## config.mk

```make
export PLATFORM = sky130hd
export DESIGN_NAME = ramwb_latency_injector
export DESIGN_NICKNAME = d
export VERILOG_FILES = /design/src/rtl/ramwb_latency_injector_pkg.sv /design/src/rtl/ramwb_sat_counter.sv /design/src/rtl/ramwb_latency_injector.sv
export SDC_FILE = /design/constraint.sdc
export NUM_CORES = 1
export LEC_CHECK = 0
export CORE_MARGIN = 2
export CORE_UTILIZATION = 42
export DETAILED_ROUTE_END_ITERATION = 6
export GPL_TIMING_DRIVEN = 0
export PLACE_DENSITY = 0.86
export SLEW_MARGIN = 20
export SYNTH_ARGS = -nofsm -noshare
export SYNTH_HDL_FRONTEND = slang
export SYNTH_SLANG_ARGS = --single-unit
```

## constraint.sdc

```tcl
create_clock -name clk -period 2.05 [get_ports clk]
set_clock_uncertainty 0.05 [all_clocks]
set_input_delay 0.41 -clock clk [delete_from_list [all_inputs] [get_ports clk]]
set_output_delay 0.41 -clock clk [all_outputs]
set_load 0.05 [all_outputs]
```

## src/rtl/ramwb_latency_injector_pkg.sv

```systemverilog
// ramwb_latency_injector_pkg
//   Shared definitions for the SDRAM wishbone latency injector:
//   - FSM state encodings (2-bit: IDLE=0, DELAY=1, ACTIVE=2, RELEASE=3)
//   - Wishbone cycle type identifier (CTI) constants
//   - a small helper to recognise the end-of-burst CTI
package ramwb_latency_injector_pkg;

  typedef enum logic [1:0] {
    ST_IDLE    = 2'd0,
    ST_DELAY   = 2'd1,
    ST_ACTIVE  = 2'd2,
    ST_RELEASE = 2'd3
  } state_e;

  typedef enum logic [2:0] {
    CTI_CLASSIC = 3'b000,
    CTI_INCR    = 3'b010,
    CTI_EOB     = 3'b111
  } cti_e;

  function automatic logic is_eob(input logic [2:0] cti);
    return cti == CTI_EOB;
  endfunction

endpackage

```

## src/rtl/ramwb_sat_counter.sv

```systemverilog
// ramwb_sat_counter
//   W-bit counter that increments on inc and holds at all-ones.
//   Used for the injector's statistics; the module body only exists when
//   RAMWB_LAT_STATS_EN is defined, since nothing else instantiates it.
// Ports:
//   clk   in  1  clock
//   rst   in  1  synchronous active-high clear
//   inc   in  1  increment enable
//   count out W  current count
`ifdef RAMWB_LAT_STATS_EN
module ramwb_sat_counter #(
  parameter int W = 32
) (
  input  logic         clk,
  input  logic         rst,
  input  logic         inc,
  output logic [W-1:0] count
);

  always_ff @(posedge clk) begin
    if (rst) begin
      count <= '0;
    end else if (inc && (count != '1)) begin
      count <= count + W'(1);
    end
  end

endmodule
`endif

```

## src/rtl/ramwb_latency_injector.sv

```systemverilog
// ramwb_latency_injector
//   Wishbone delay stage between the OR1200 BIU master and the SDRAM
//   controller slave. Each request is held off for a programmable number of
//   cycles (separate read and write latencies) before cyc/stb are presented
//   to the slave, mimicking slower memory at full SDRAM clock. Bursts are
//   tracked by counting slave acks; acks are forwarded to the master only
//   while the slave cycle is active. With en=0 in IDLE the block is a
//   transparent combinational bypass.
//
//   Optional feature macro: RAMWB_LAT_STATS_EN
//     defined   : stall_cycles_o counts DELAY cycles, txn_count_o counts
//                 transactions reaching ACTIVE (both saturating)
//     undefined : both statistics outputs are tied to 0
//
// Handshake: the master request is m_cyc_i & m_stb_i; every cycle the slave
//   sees s_cyc_o & s_stb_o with s_ack_i high completes one beat, and that
//   beat's ack is returned on m_ack_o in the same cycle.
//
// Ports:
//   clk, rst               clock, synchronous active-high reset
//   en                     injection enable (sampled in IDLE only)
//   rd_delay_i, wr_delay_i extra cycles before a read / write reaches the slave
//   m_cyc_i, m_stb_i, m_we_i, m_cti_i, m_ci_i   master request side
//   m_ack_o                ack to the master
//   s_cyc_o, s_stb_o, s_we_o                    slave request side
//   s_ack_i                ack from the slave
//   stall_cycles_o, txn_count_o                 statistics
module ramwb_latency_injector #(
  parameter int CNT_W       = 16,
  parameter int BURST_BEATS = 8,
  parameter int BEAT_W      = 4,
  parameter int STAT_W      = 32
) (
  input  logic              clk,
  input  logic              rst,
  input  logic              en,
  input  logic [CNT_W-1:0]  rd_delay_i,
  input  logic [CNT_W-1:0]  wr_delay_i,
  input  logic              m_cyc_i,
  input  logic              m_stb_i,
  input  logic              m_we_i,
  input  logic [2:0]        m_cti_i,
  input  logic              m_ci_i,
  output logic              m_ack_o,
  output logic              s_cyc_o,
  output logic              s_stb_o,
  output logic              s_we_o,
  input  logic              s_ack_i,
  output logic [STAT_W-1:0] stall_cycles_o,
  output logic [STAT_W-1:0] txn_count_o
);

  import ramwb_latency_injector_pkg::*;

  localparam logic [BEAT_W-1:0] BURST_LOAD = BEAT_W'(BURST_BEATS);
  localparam logic [BEAT_W-1:0] SINGLE_LOAD = BEAT_W'(1);

  state_e             state_q, state_d;
  logic               we_q, we_d;
  logic [CNT_W-1:0]   dly_q, dly_d;
  logic [BEAT_W-1:0]  beats_q, beats_d;
  logic               s_cyc_q, s_stb_q, s_we_q;
  logic               ack_fwd;
  logic               bypass;

  // Bypass is only possible while parked in IDLE; leaving IDLE needs en=1.
  assign bypass = (state_q == ST_IDLE) && !en;

  always_comb begin
    state_d = state_q;
    we_d    = we_q;
    dly_d   = dly_q;
    beats_d = beats_q;
    ack_fwd = 1'b0;
    unique case (state_q)
      ST_IDLE: begin
        if (en && m_cyc_i && m_stb_i) begin
          we_d    = m_we_i;
          dly_d   = m_we_i ? wr_delay_i : rd_delay_i;
          beats_d = m_ci_i ? SINGLE_LOAD : BURST_LOAD;
          state_d = (dly_d == '0) ? ST_ACTIVE : ST_DELAY;
        end
      end
      ST_DELAY: begin
        if (!m_cyc_i) begin
          state_d = ST_IDLE;
        end else begin
          if (dly_q != '0) begin
            dly_d = dly_q - 1'b1;
          end
          // Leave as the count reaches zero so the slave sees stb exactly
          // 'delay' cycles after the one-cycle registered latency.
          if (dly_q <= CNT_W'(1)) begin
            state_d = ST_ACTIVE;
          end
        end
      end
      ST_ACTIVE: begin
        ack_fwd = s_ack_i;
        if (s_ack_i && (beats_q != '0)) begin
          beats_d = beats_q - 1'b1;
        end
        if (!m_cyc_i) begin
          state_d = ST_IDLE;
        end else if (s_ack_i && ((beats_q == SINGLE_LOAD) || is_eob(m_cti_i))) begin
          state_d = ST_RELEASE;
        end
      end
      ST_RELEASE: begin
        // Wait for the master to drop cyc so the same request is not re-issued.
        if (!m_cyc_i) begin
          state_d = ST_IDLE;
        end
      end
      default: state_d = ST_IDLE;
    endcase
  end

  always_ff @(posedge clk) begin
    if (rst) begin
      state_q <= ST_IDLE;
      we_q    <= 1'b0;
      dly_q   <= '0;
      beats_q <= '0;
      s_cyc_q <= 1'b0;
      s_stb_q <= 1'b0;
      s_we_q  <= 1'b0;
    end else begin
      state_q <= state_d;
      we_q    <= we_d;
      dly_q   <= dly_d;
      beats_q <= beats_d;
      s_cyc_q <= (state_d == ST_ACTIVE);
      s_stb_q <= (state_d == ST_ACTIVE);
      s_we_q  <= (state_d == ST_ACTIVE) && we_d;
    end
  end

  assign s_cyc_o = bypass ? m_cyc_i : s_cyc_q;
  assign s_stb_o = bypass ? m_stb_i : s_stb_q;
  assign s_we_o  = bypass ? m_we_i  : s_we_q;
  assign m_ack_o = bypass ? s_ack_i : ack_fwd;

`ifdef RAMWB_LAT_STATS_EN
  logic stall_inc, txn_inc;

  assign stall_inc = (state_q == ST_DELAY);
  // Count a transaction once, on its entry into ACTIVE.
  assign txn_inc   = (state_d == ST_ACTIVE) && (state_q != ST_ACTIVE);

  ramwb_sat_counter #(.W(STAT_W)) u_stall_cnt (
    .clk   (clk),
    .rst   (rst),
    .inc   (stall_inc),
    .count (stall_cycles_o)
  );

  ramwb_sat_counter #(.W(STAT_W)) u_txn_cnt (
    .clk   (clk),
    .rst   (rst),
    .inc   (txn_inc),
    .count (txn_count_o)
  );
`else
  assign stall_cycles_o = '0;
  assign txn_count_o    = '0;
`endif

endmodule

```

; Word-level counts from Yosys, hierarchy flattened
; Index checks and enable logic that the tools add are counted.
[word_totals]
latch_bits = 0
output_inout_bits = 68
ff_bits = 25
mem_bits_rw = 0
in_bits = 43
romBits = 0
wordCells = 59
n_memories = 0
[op_classes]
n_reduce_logical = 16
n_eq_ne = 10
shifts = 0
muxes = 24
addsub = 2
mul = 0
n_div = 0
bitwise = 0
magnitude_cmp = 1
[ops]
columns = operator, n
row1 = 16-bit 2-to-1 mux, 4
row2 = 16-bit one-hot mux with 2 select lines, 1
row3 = "16-bit by 1-bit less-or-equal comparator with 1-bit output, second input constant", 1
row4 = 16-bit zero test, 1
row5 = 16-bit nonzero test, 1
row6 = "16-bit by 1-bit subtractor with 16-bit output, second input constant", 1
row7 = 2-bit 2-to-1 mux, 7
row8 = 4-bit 2-to-1 mux, 3
row9 = 2-bit one-hot mux with 4 select lines, 1
row10 = 4-bit one-hot mux with 2 select lines, 1
row11 = 1-bit 2-to-1 mux, 7
row12 = "2-bit equality test, second input constant", 3
row13 = 1-bit logical AND, 6
row14 = "2-bit inequality test, second input constant", 3
row15 = "4-bit by 1-bit equality test with 1-bit output, second input constant", 1
row16 = 4-bit AND reduction, 1
row17 = 2-bit nonzero test, 2
row18 = 4-bit nonzero test, 1
row19 = "4-bit by 1-bit subtractor with 4-bit output, second input constant", 1
row20 = "3-bit equality test, second input constant", 1
row21 = 3-bit AND reduction, 1
row22 = "2-bit by 1-bit equality test with 1-bit output, second input constant", 1
row23 = 2-bit zero test, 1
row24 = "2-bit by 1-bit inequality test with 1-bit output, second input constant", 1
row25 = 2 further kinds, 2

; Logic depth before layout (Yosys ltp)
; Gate-level depths: netlist of the first run.
[logic_depth]
word_depth = 8
depth_mapped = 8
mapped_depth_nobuf = 7

; Least setup slack after synthesis of the first run
; No wires, ideal clock.
[synth_path]
path_kind = input to output
startpoint = input en
endpoint = output m_ack_o
required_time_ns = 1.590
path_slack_ns = -0.082
arrival_ns = 1.672
stages = 2
n_path_buf = 0
path_cell_list = nor2b_1 > nor3b_1
[synth_between]
elab_chain_cells = 3
[synth_rtl]
columns = item, line_no
row1 = start: declaration, ramwb_latency_injector.sv:36  ; input logic en,
row2 = 1-bit zero test, ramwb_latency_injector.sv:67  ; assign bypass = (state_q == ST_IDLE) && !en;
row3 = 1-bit logical AND, ramwb_latency_injector.sv:67
row4 = 1-bit 2-to-1 mux, ramwb_latency_injector.sv:142  ; assign m_ack_o = bypass ? s_ack_i : ack_fwd;
row5 = end: declaration, ramwb_latency_injector.sv:44  ; output logic m_ack_o,
; No other way between the ends.

; Worst setup path in the final report of the first run
[layout_path]
startpoint = register state_q[0]
endpoint = output s_cyc_o
[layout_between]
elab_chain_cells = 3
[layout_rtl]
columns = item, line_no
row1 = start: declaration, ramwb_latency_injector.sv:58  ; state_e state_q, state_d;
row2 = start signal: assignment, ramwb_latency_injector.sv:129  ; state_q <= state_d;
row3 = 2-bit zero test, ramwb_latency_injector.sv:67
row4 = 1-bit logical AND, ramwb_latency_injector.sv:67
row5 = 1-bit 2-to-1 mux, ramwb_latency_injector.sv:139  ; assign s_cyc_o = bypass ? m_cyc_i : s_cyc_q;
row6 = end: declaration, ramwb_latency_injector.sv:45  ; output logic s_cyc_o,
; No other way between the ends.

==> results of run 1 <==
-- per-stage QoR --
stage | area (sq um) | setup TNS (ns) | power [W] | hold slack [ns] | util, %
final | 3250 | 0 | 0.00161 | 0.413 | 59.3
after floorplan | 2600 | 0 | 0.00112 | 0.390 | -
after detailed placement | 3140 | -7.14 | 0.00128 | 0.421 | 57.4
after global placement | 3140 | -6.37 | 0.00128 | 0.404 | 57.4
after global routing | 3250 | 0 | 0.00169 | 0.437 | 59.3
after CTS | 3210 | 0 | 0.00159 | 0.415 | 58.7
-- area by class of cell --
class | count | area share, %
timing repair buffer | 47 | 13.8
tap | 72 | 2.78
multi-input combinational | 257 | 47.7
sequential | 25 | 15.4
clock buffer | 3 | 1.27
clock inverter | 1 | 0.231
inverter | 6 | 0.694
buffer | 80 | 18.1
-- cell families after synthesis --
group,share of synthesized area (%)
flip-flops,21.2
buffers and inverters,25.3
multiplexers,8.64
adder cells (fa/ha/maj),2.65
AND/OR/NAND/NOR,22.3
AO/OA/AOI/OAI,19.0
XOR/XNOR,0.742
other,0.159
-- path summary, 6_finish.rpt --
| check | cells past startpoint | to | start | slack, ns |
|---|---|---|---|---|
| worst min register to register | 2 | beats_q[1] | beats_q[1] | 0.43 |
| worst max-delay path | 4 | s_cyc_o | state_q[0] | 0.07 |
| worst max register to register | 6 | dly_q[12] | dly_q[9] | 0.15 |
| worst min-delay path | 2 | beats_q[1] | rst | 0.41 |
-- state kept, by name, summed over array words and instances, names as in the netlist --
| name | count |
|---|---|
| state_q | 2 |
| beats_q | 4 |
| dly_q | 16 |
| we_q | 1 |
| s_stb_q | 1 |
| s_we_q | 1 |
-- timing repair --
action,4_1_cts,5_1_grt
setup buffers,0,2
gates resized for setup,29,5
pin swaps,1,1
setup endpoints to repair,11,18
hold buffers,0,0
-- critical path: cells and delay by family (launching register included) --
family | cells | cell delay, ns
buf+inv | 2 | 0.35
mux | 1 | 0.35
flops | 1 | 0.32
simple gates | 1 | 0.23
-- routing by layer --
metal  vias up  GRT usage (%)
met5         -              0
met2       131           33.6
met4         0           3.62
met1      1039           23.7
li1       1181              -
met3         2           3.98
-- Yosys cell counts (3+ instances only) --
| master | number |
|---|---|
| o211ai_1 | 4 |
| buf_4 | 66 |
| ha_1 | 5 |
| buf_2 | 4 |
| o21ai_1 | 13 |
| inv_1 | 6 |
| buf_6 | 3 |
| nor2b_1 | 6 |
| nand4_1 | 4 |
| nor2_1 | 19 |
| nor4_1 | 7 |
| a211o_1 | 4 |
| mux2_2 | 3 |
| a21oi_1 | 29 |
| dfxtp_1 | 25 |
| mux2i_1 | 17 |
| nand3_1 | 5 |
| clkbuf_1 | 6 |
| a31oi_1 | 3 |
| nand2_1 | 18 |
| o21ai_0 | 7 |
| nor3_1 | 16 |
-- power breakdown --
part / internal, W / switching (W) / leakage, nW / total, W
combinational: 0.000287 / 0.000487 / 1.24 / 0.000774
sequential: 0.000505 / 0.0000264 / 0.203 / 0.000531
clock: 0.000138 / 0.000167 / 0.0217 / 0.000305
total: 0.000930 / 0.000680 / 1.47 / 0.00161
==> results.cfg, run 1 <==
[status]
status = finished, final reports clean

[global_routing]
grt_pass1_wl_mm = 9.75
grt_antenna_before_repair = 0
grt_pass1_vias = 2156
grt_overflow = 0
grt_max_degree = 16
grt.total_usage_pct = 18.9

[floorplanning]
die_w_um = 79.0
die_h_um = 79.0
initial_core_util_pct = 43.1
core_sq_um = 5470
ioPinCount = 111
die_area_sq_um = 6240
num_rows = 27

[worst_setup_path]
cp-end-kind = output pin
worstPathArrival_ns = 1.52
required_ns = 1.59
crit_path_start_kind = register
path_cells = buf_6 -> nor3_4 -> mux2_2 -> buf_2
path_class = reg -> out
crit_path_top_delay_cell = mux2_2
critPathMaxStageDelay_ns = 0.35
cp_max_fo = 10

[sta]
setup_viol = 0
hold_viol_final = 0
rsz0062_at_grt = no
worst_pin_slew_ns = 0.553
max_freq_mhz = 504
period_minus_slack_ns = 1.98
slew_viol_final = 0
fin_ws_ns = 0.0662
max_slew_margin_pct = 63.2
period_share_pct = 96.8

[yosys]
synthArstFlopShare_pct = 0
ys_seq_elements = 25
synth_area_sq_um = 2360
ys.flop_type = dfxtp_1
synthTopCellsByArea = dfxtp_1 (21%), buf_4 (21%), mux2i_1 (7.2%)
synth-edff-count = 0
synthDistinctLibCells = 50
yosys.area.top_type_share_pct = 21.2
syn_area_per_cell_sq_um = 7.74
synth_area_leader_cell = dfxtp_1
synth_cells = 305
yosysWarnings = 0
seq_area_frac_synth_pct = 21.2

[layout]
syn_to_final_growth_pct = 37.5
final_nets = 468
multiInputGateArea_sq_um = 1550
final-seq-area_sq_um = 500
antenna_cells = 0
final_common_cell = buf_4
final_cell_mix = buf_4 (70), conb_1 (64), clkdlybuf4s50_1 (38)
drive_gt1_share_pct = 24.1
fill_cells = 519
finalNonFillerCells = 491

[place]
gp_congestion = 0.937
dp_cells = 485
port_buffers = 45
place_ws_ns = -0.978
hpwl_mm = 4.60

[clocking]
clock_latency_ns = 0.28
cts_root_buffer = clkbuf_8
htreeDepth = 1
clkSinkCount = 25
cts.clk_slew.worst_paths_ns = 0.09
cts_tree = yes
clockBufferDepth = 2
numCtsBuffers = 3

[drt]
drc = 0
first_pass_iters = 4
via_per_inst = 4.79
wl_met2_mm = 2.89
drtAntennaViolNets = 0
drt_iter0_drc = 177
route.met3.wl_um = 564
vias = 2353
met1Wirelength_mm = 2.43
dr.max_layer_used = met4
wl_per_cell_um = 12.0
wirelength_mm = 5.90

[min_path]
hold_class = in -> reg

[flow_run]
max_cap_violations = 0

[pwr]
powerDensity_nw_per_um2 = 496
p_leak_nw = 1.47
peakVddDrop_mv = 0.291
No activity file was read; power rests on OpenSTA's default activity.
==> run 2, diff against run 1 <==
--- a/config.mk
+++ b/config.mk
@@ -5,8 +5,9 @@
 export SDC_FILE = /design/constraint.sdc
 export NUM_CORES = 1
 export LEC_CHECK = 0
+export ABC_AREA = 1
 export CORE_MARGIN = 2
-export CORE_UTILIZATION = 42
+export CORE_UTILIZATION = 43
 export DETAILED_ROUTE_END_ITERATION = 6
 export GPL_TIMING_DRIVEN = 0
 export PLACE_DENSITY = 0.86
==> results.cfg, run 2 <==
[status]
status = finished, final reports clean

[worst_setup_path]
path_cells = clkdlybuf4s50_1 -> or2_4 -> o21ai_0 -> buf_4
critPathMaxStageDelay_ns = 0.42
crit_path_top_delay_cell = clkdlybuf4s50_1
cp-end-kind = output pin
crit_path_start_kind = primary input
required_ns = 1.59
ff2ff_path_depth = 10
path_class = in -> out
cp_max_fo = 6
worstPathArrival_ns = 1.48

[yosys]
synth-edff-count = 0
yosys.area.top_type_share_pct = 20.4
synth-compound-area-share_pct = 10.1
yosysWarnings = 0
synthDistinctLibCells = 28
synth_area_leader_cell = dfxtp_1
ys_seq_elements = 25
synthMuxAreaShare_pct = 0
synth.most_common_cell = nand2_1
ys_top_cells_by_count = nand2_1 (117), nor2_1 (68), buf_4 (65), o21ai_0 (32), inv_1 (29)
synth_area_sq_um = 2460
synth_top_family_by_area = simple AND/OR/NAND/NOR gates
syn_area_per_cell_sq_um = 5.91
seq_area_frac_synth_pct = 20.4
synth_cells = 416
synth-simple-area-share_pct = 39.1
synthAdderAreaFrac_pct = 2.54
synth_xor_xnor_area_share_pct = 0.356
synthTopCellsByArea = dfxtp_1 (20%), buf_4 (20%), nand2_1 (18%)
synthArstFlopShare_pct = 0
ys.flop_type = dfxtp_1

[pwr]
powerDensity_nw_per_um2 = 523
peakVddDrop_mv = 0.298
p_leak_nw = 1.78

[drt]
wirelength_mm = 5.69
via_per_inst = 4.28
drt_iter0_drc = 131
wl_per_cell_um = 9.48
first_pass_iters = 4
drtAntennaViolNets = 0
vias = 2568
drc = 0

[floorplanning]
die_area_sq_um = 6340
num_rows = 27
die_h_um = 79.6
die_w_um = 79.6
initial_core_util_pct = 44.6
core_sq_um = 5510
ioPinCount = 111

[sta]
period_minus_slack_ns = 1.94
slew_viol_final = 0
setup_viol = 0
hold_viol_final = 0
period_share_pct = 94.8
max_freq_mhz = 514
rsz0062_at_grt = no

[clocking]
post_cts_buffers = 0
clkSinkCount = 25
numCtsBuffers = 3
htreeDepth = 1
clock_latency_ns = 0.28
cts_root_buffer = clkbuf_8
cts.clk_slew.worst_paths_ns = 0.10
clockBufferDepth = 2
cts_tree = yes

[layout]
top_regs = dly_q (16), beats_q (4), state_q (2)
syn_to_final_growth_pct = 33.3
final_nets = 577
antenna_cells = 0
largest_register_ffs = 16
fin_util_pct = 59.5
final_common_cell = nand2_1
final_cell_mix = nand2_1 (117), nor2_1 (68), buf_4 (68)
top_register = dly_q
design_area_sq_um = 3280
drive_gt1_share_pct = 20.1

[global_routing]
grt_overflow = 0
grt.total_usage_pct = 18.6
grt_antenna_before_repair = 0
grt_max_degree = 16
grt_pass1_vias = 2353
grt_pass1_wl_mm = 9.60

[place]
port_buffers = 45
gp_congestion = 0.911
hpwl_mm = 4.66
place_area_sq_um = 3240

[flow_run]
max_cap_violations = 0

[min_path]
hold_class = reg -> reg
hold_depth = 2
## run 2: final timing paths
| path | startpoint | endpoint | slack, ns |
|---|---|---|---|
| hold / removal | beats_q[0] | beats_q[0] | 0.47 |
| hold reg to reg | beats_q[0] | beats_q[0] | 0.47 |
| setup / recovery | en | s_cyc_o | 0.11 |
| setup reg to reg | dly_q[0] | dly_q[14] | 0.33 |
## run 2: critical path, delay by kind of cell
kind / cells / cell delay (ns)
buffers and inverters: 2 / 0.64
and+or+nand+nor: 1 / 0.28
AOI/OAI and AO/OA: 1 / 0.15
## run 2: area by class of cell
| class | count | area, sq um |
|---|---|---|
| flip-flops and latches | 25 | 502 |
| plain buffers | 74 | 552 |
| well taps | 72 | 90.1 |
| repair buffers | 45 | 440 |
| inverters | 31 | 121 |
| clock inverters | 1 | 7.51 |
| clock buffers | 3 | 41.3 |
| fillers | 535 | 2230 |
| multi-input cells | 349 | 1520 |
## run 2: logic make-up after synthesis
| group | after synthesis |
|---|---|
| xor gates and xnor gates | 1 |
| DFF | 25 |
| adders and majority gates | 5 |
| buffers and inverters | 105 |
| other | 1 |
| and+or+nand+nor | 231 |
| AOI/OAI and AO/OA | 48 |
## run 2: power by group
group	leakage (nW)	switching, W	internal [W]
clock	0.0217	0.000180	0.000139
combinational	1.55	0.000558	0.000294
sequential	0.205	0.0000296	0.000515
total	1.78	0.000767	0.000948
## run 2: per-layer routing
layer | up-vias | routed length (um) | global-route usage, %
li1 | 1385 | - | -
met1 | 1045 | 2300 | 21.5
met2 | 131 | 2770 | 35.2
met3 | 7 | 514 | 1.70
met4 | 0 | 101 | 6.38
met5 | - | 0 | 0
## run 2: what timing repair did
action | CTS | global route
endpoints found under the setup margin | 4 | 4
hold buffers | 0 | 0
gates resized for setup | 26 | 4
## run 2: through the flow
stage               instances  setup TNS, ns  power [W]  hold WS (ns)  worst slack (ns)
global route              600              0    0.00183         0.500            0.0101
detailed placement        596          -2.28    0.00140         0.461            -0.594
global placement          596          -2.21    0.00138         0.445            -0.561
floorplan                 479         -0.935    0.00123         0.424            -0.312
finish                    600              0    0.00172         0.473             0.106
CTS                       600              0    0.00171         0.476           0.00803
